<file path="src/rtl/fifo_wptr_full.sv">
// Write-side pointer, synchroniser and status flags for the async FIFO.
// Binary pointer addresses memory; Gray pointer crosses to the read side.
module fifo_wptr_full #(
    parameter int ADDR_WIDTH   = 3,
    parameter int AFULL_THRESH = 6
) (
    input  logic                  wclk,
    input  logic                  wrst,
    input  logic                  winc,
    input  logic [ADDR_WIDTH:0]   rptr_gray,
    output logic [ADDR_WIDTH-1:0] waddr,
    output logic                  wen,
    output logic [ADDR_WIDTH:0]   wptr_gray,
    output logic                  wfull,
    output logic                  walmost_full,
    output logic [ADDR_WIDTH:0]   wcount,
    output logic                  wovf
);
    localparam int PW = ADDR_WIDTH + 1;

    logic [PW-1:0] wbin_q, wbin_d;
    logic [PW-1:0] wgray_q, wgray_d;
    logic [PW-1:0] rq1_q, rq2_q;
    logic [PW-1:0] rbin_sync;
    logic [PW-1:0] level;
    logic [PW-1:0] full_cmp;
    logic [PW-1:0] wcount_q, wcount_d;
    logic          wfull_q, wfull_d;
    logic          wafull_q, wafull_d;
    logic          wovf_q, wovf_d;

    always_comb begin
        wen     = winc & ~wfull_q;
        wbin_d  = wbin_q + PW'(wen);
        wgray_d = (wbin_d >> 1) ^ wbin_d;

        rbin_sync = '0;
        for (int i = 0; i < PW; i++) begin
            rbin_sync[i] = ^(rq2_q >> i);
        end

        // Full when the write pointer is exactly one lap ahead of the read pointer
        full_cmp = {~rq2_q[PW-1:PW-2], rq2_q[PW-3:0]};
        level    = wbin_d - rbin_sync;

        wfull_d  = (wgray_d == full_cmp);
        wcount_d = level;
        wafull_d = (level >= PW'(AFULL_THRESH));
        wovf_d   = wovf_q | (winc & wfull_q);
    end

    always_ff @(posedge wclk) begin
        if (wrst) begin
            wbin_q   <= '0;
            wgray_q  <= '0;
            rq1_q    <= '0;
            rq2_q    <= '0;
            wfull_q  <= 1'b0;
            wafull_q <= 1'b0;
            wcount_q <= '0;
            wovf_q   <= 1'b0;
        end else begin
            wbin_q   <= wbin_d;
            wgray_q  <= wgray_d;
            rq1_q    <= rptr_gray;
            rq2_q    <= rq1_q;
            wfull_q  <= wfull_d;
            wafull_q <= wafull_d;
            wcount_q <= wcount_d;
            wovf_q   <= wovf_d;
        end
    end

    assign waddr        = wbin_q[ADDR_WIDTH-1:0];
    assign wptr_gray    = wgray_q;
    assign wfull        = wfull_q;
    assign walmost_full = wafull_q;
    assign wcount       = wcount_q;
    assign wovf         = wovf_q;
endmodule

</file>
<file path="config.mk">
export PLATFORM = sky130hd
export DESIGN_NAME = fifo_wptr_full
export DESIGN_NICKNAME = d
export VERILOG_FILES = /design/src/rtl/fifo_wptr_full.sv
export SDC_FILE = /design/constraint.sdc
export NUM_CORES = 1
export LEC_CHECK = 0
export CORE_MARGIN = 2
export CORE_UTILIZATION = 45
export CTS_BUF_LIST = sky130_fd_sc_hd__clkbuf_4 sky130_fd_sc_hd__clkbuf_8
export DETAILED_ROUTE_END_ITERATION = 8
export PLACE_DENSITY = 0.74
export SLEW_MARGIN = 20
export SYNTH_ARGS = -nofsm -noshare
export SYNTH_HDL_FRONTEND = slang
export SYNTH_SLANG_ARGS = --single-unit
export TNS_END_PERCENT = 1
</file>
<file path="constraint.sdc">
create_clock -name wclk -period 5.1 [get_ports wclk]
set_input_delay 0.765 -clock wclk [delete_from_list [all_inputs] [get_ports wclk]]
set_output_delay 0.765 -clock wclk [all_outputs]
set_load 0.01 [all_outputs]
</file>
==> flow_summary.json <==
{
  "vdd_drop_max_mv": 0.181,
  "setup_violations": 0,
  "nNetsFinal": 116,
  "max_freq_ghz": 0.346,
  "io_pins": 22,
  "drt_iter0_drc": 3,
  "synth-seq-cells": 22,
  "area_growth_pct": 29.9,
  "synthFlopType": "dfxtp_1",
  "synth_fp_nets": 92,
  "powerDensity_nw_per_um2": 318,
  "yosys_warnings": 0,
  "avgSynthCellArea_um2": 10.9,
  "grt_pass1_wl_um": 2230,
  "cp.depth": 9,
  "synth_top_area_cell": "dfxtp_1",
  "end_kind": "flop",
  "hpwl_um": 1060,
  "synthArstFlopShare_pct": 0,
  "tritoncts": "done",
  "antenna_cells": 0,
  "maxSlewViolCount": 0,
  "numCtsBuffers": 3,
  "worst_path_dominant_cell_family": "adder cells",
  "period_needed_ns": 2.89,
  "maxCapViolCount": 0,
  "gp_congestion": 0.719,
  "worst_slack_ns": 2.21,
  "seq_area_um2": 440,
  "ys_seq_area_share_pct": 51.3,
  "synth_top_area_share_pct": 51.3,
  "grt_pass1_vias": 533,
  "rows": 15,
  "worstPathRequired_ns": 5.30,
  "final-hold-violation-count": 0,
  "vias": 585,
  "setup_tns_ns": 0,
  "drtPass1Iterations": 3,
  "die_h_um": 47.7,
  "die_area_um2": 2270,
  "fin_skew_ns": 0.00473,
  "cellLeakagePower_nw": 0.470,
  "core-area_um2": 1760,
  "num-fill-cells": 163,
  "relSlewSlack_pct": 52.6,
  "max-clock-path-buffers": 2,
  "grt_overflow": 0,
  "crit_path_frequent_cell": "ha_1",
  "worst_hold_path_type": "reg -> reg",
  "critPathLaunch": "winc",
  "r2r_end": "walmost_full$_SDFF_PP0_",
  "fp.dieW_um": 47.7,
  "cp_max_fo": 3,
  "synth-edff-count": 0,
  "routed_wl_um": 1310,
  "fin_total_pwr_uw": 354,
  "ys_top_cells_by_count": "22 x dfxtp_1, 11 x nor2_1, 10 x nor2b_1",
  "max_stage_delay_ns": 0.47,
  "post_cts_buffers": 0,
  "cts_resized": 0,
  "endpoint": "walmost_full$_SDFF_PP0_",
  "critPathSlowestCell": "clkdlybuf4s50_1",
  "critical_path_class": "in -> reg",
  "crit_buf_inv": 1,
  "pre_cts_ws_ns": 1.90,
  "wire_per_inst_um": 10.4,
  "drive_above_1_share_pct": 4.95,
  "grt_usage_pct": 14.2,
  "via_per_inst": 4.64,
  "synth_area_um2": 858,
  "tightest_slew_ns": 0.709,
  "port_buffers": 21,
  "ys_types": 20,
  "cts_root_buf": "clkbuf_4",
  "holdBufCountCts": 0,
  "synthTopCellsByArea": "dfxtp_1 51%, ha_1 7.3%, nor2b_1 7.3%",
  "clock-sinks": 22,
  "reg2reg_from": "wfull$_SDFF_PP0_",
  "grt_max_degree": 23,
  "floorplan.initialDensity_pct": 48.7,
  "clk_latency_ns": 0.29,
  "startpoint_type": "primary input",
  "clk_pin_slew_worst_paths_ns": 0.11,
  "antenna_found_initial": 0,
  "synthCells": 79,
  "drc": 0,
  "cp.arrival_ns": 3.09,
  "status": "complete, no violations",
  "reg2reg_slack_ns": 2.82,
  "ff2ff_path_depth": 8,
  "multiInputGateArea_um2": 395,
  "min_period_over_period_pct": 56.7,
  "htreeDepth": 1,
  "cp_cell_sequence": "clkdlybuf4s50_1 > nor2b_1 > ha_1 > ha_1 > xor2_1 > ha_1 > o21a_1 > or4_4 > o311ai_1",
  "yosysMostFrequentCell": "dfxtp_1",
  "rsz0062_at_grt": "no",
  "postRouteAntennaNets": 0
}
==> sequential cells by signal, indices dropped and copies added (netlist names) <==
| register | count |
|---|---|
| rq1_q | 4 |
| rq2_q | 4 |
| wbin_q | 4 |
| wcount | 4 |
| wptr_gray | 3 |
| walmost_full | 1 |
| wfull | 1 |
| wovf | 1 |
==> stage by stage <==
stage          area, um^2  util [%]  cells  hold WS, ns
2_1_floorplan         858         -     79        0.414
3_3_place_gp         1090      61.9    123        0.417
3_5_place_dp         1090      61.9    123        0.428
4_1_cts              1110      63.2    126        0.455
5_1_grt              1110      63.2    126        0.465
6_report             1110      63.2    126        0.448
==> layout make-up <==
| class | instances | area share [%] |
|---|---|---|
| flip-flops and latches | 22 | 39.5 |
| multi-input cells | 51 | 35.5 |
| repair buffers | 21 | 18.9 |
| well taps | 25 | 2.81 |
| clock buffers | 3 | 2.02 |
| inverters | 4 | 1.35 |
==> placed cells by master (no fill, tap or decap) <==
cell type,Yosys,final
a21boi_0,1,1
a21oi_1,1,1
and2_1,1,1
and4_2,1,1
clkbuf_4,0,3
clkdlybuf4s50_1,0,21
dfxtp_1,22,22
fa_1,1,1
ha_1,5,5
inv_1,4,4
nand2_1,1,1
nand3_1,1,1
nor2_1,11,11
nor2b_1,10,10
o211ai_1,1,1
o21a_1,1,1
o311ai_1,1,1
or4_4,1,1
xnor2_1,7,7
xnor3_1,1,1
xor2_1,6,6
==> power by group <==
group | switching, mW | internal, mW | total (mW)
logic | 0.0382 | 0.0501 | 0.0883
clock network | 0.0454 | 0.0275 | 0.0729
registers | 0.00547 | 0.188 | 0.193
==> layer usage <==
layer,global-route usage [%],part of all wire [%]
met4,6.49,1.5
met3,3.40,4.8
met2,23.5,53
met5,0,0
met1,17.5,41
==> worst min-delay path by stage <==
stage | from | to | slack [ns] | cells past startpoint
after floorplan | rq1_q[0]$_SDFF_PP0_ | rq2_q[0]$_SDFF_PP0_ | 0.41 | 1
after global placement | rq1_q[0]$_SDFF_PP0_ | rq2_q[0]$_SDFF_PP0_ | 0.42 | 1
after detailed placement | rq1_q[0]$_SDFF_PP0_ | rq2_q[0]$_SDFF_PP0_ | 0.43 | 1
after CTS | rq1_q[0]$_SDFF_PP0_ | rq2_q[0]$_SDFF_PP0_ | 0.46 | 1
after global routing | rq1_q[0]$_SDFF_PP0_ | rq2_q[0]$_SDFF_PP0_ | 0.46 | 1
final | rq1_q[0]$_SDFF_PP0_ | rq2_q[0]$_SDFF_PP0_ | 0.45 | 1
==> cells by family (layout without fill, tap and decap cells) <==
family	Yosys count	in the layout	synth area share, %
AO/OA/AOI/OAI	5	5	4.23
XOR/XNOR	14	14	15.9
adder cells (fa/ha/maj)	6	6	9.62
buffers and inverters	6	28	2.62
flip-flops	22	22	51.3
AND/OR/NAND/NOR	26	26	16.3
Note: power is estimated with default switching activity, not from simulation.
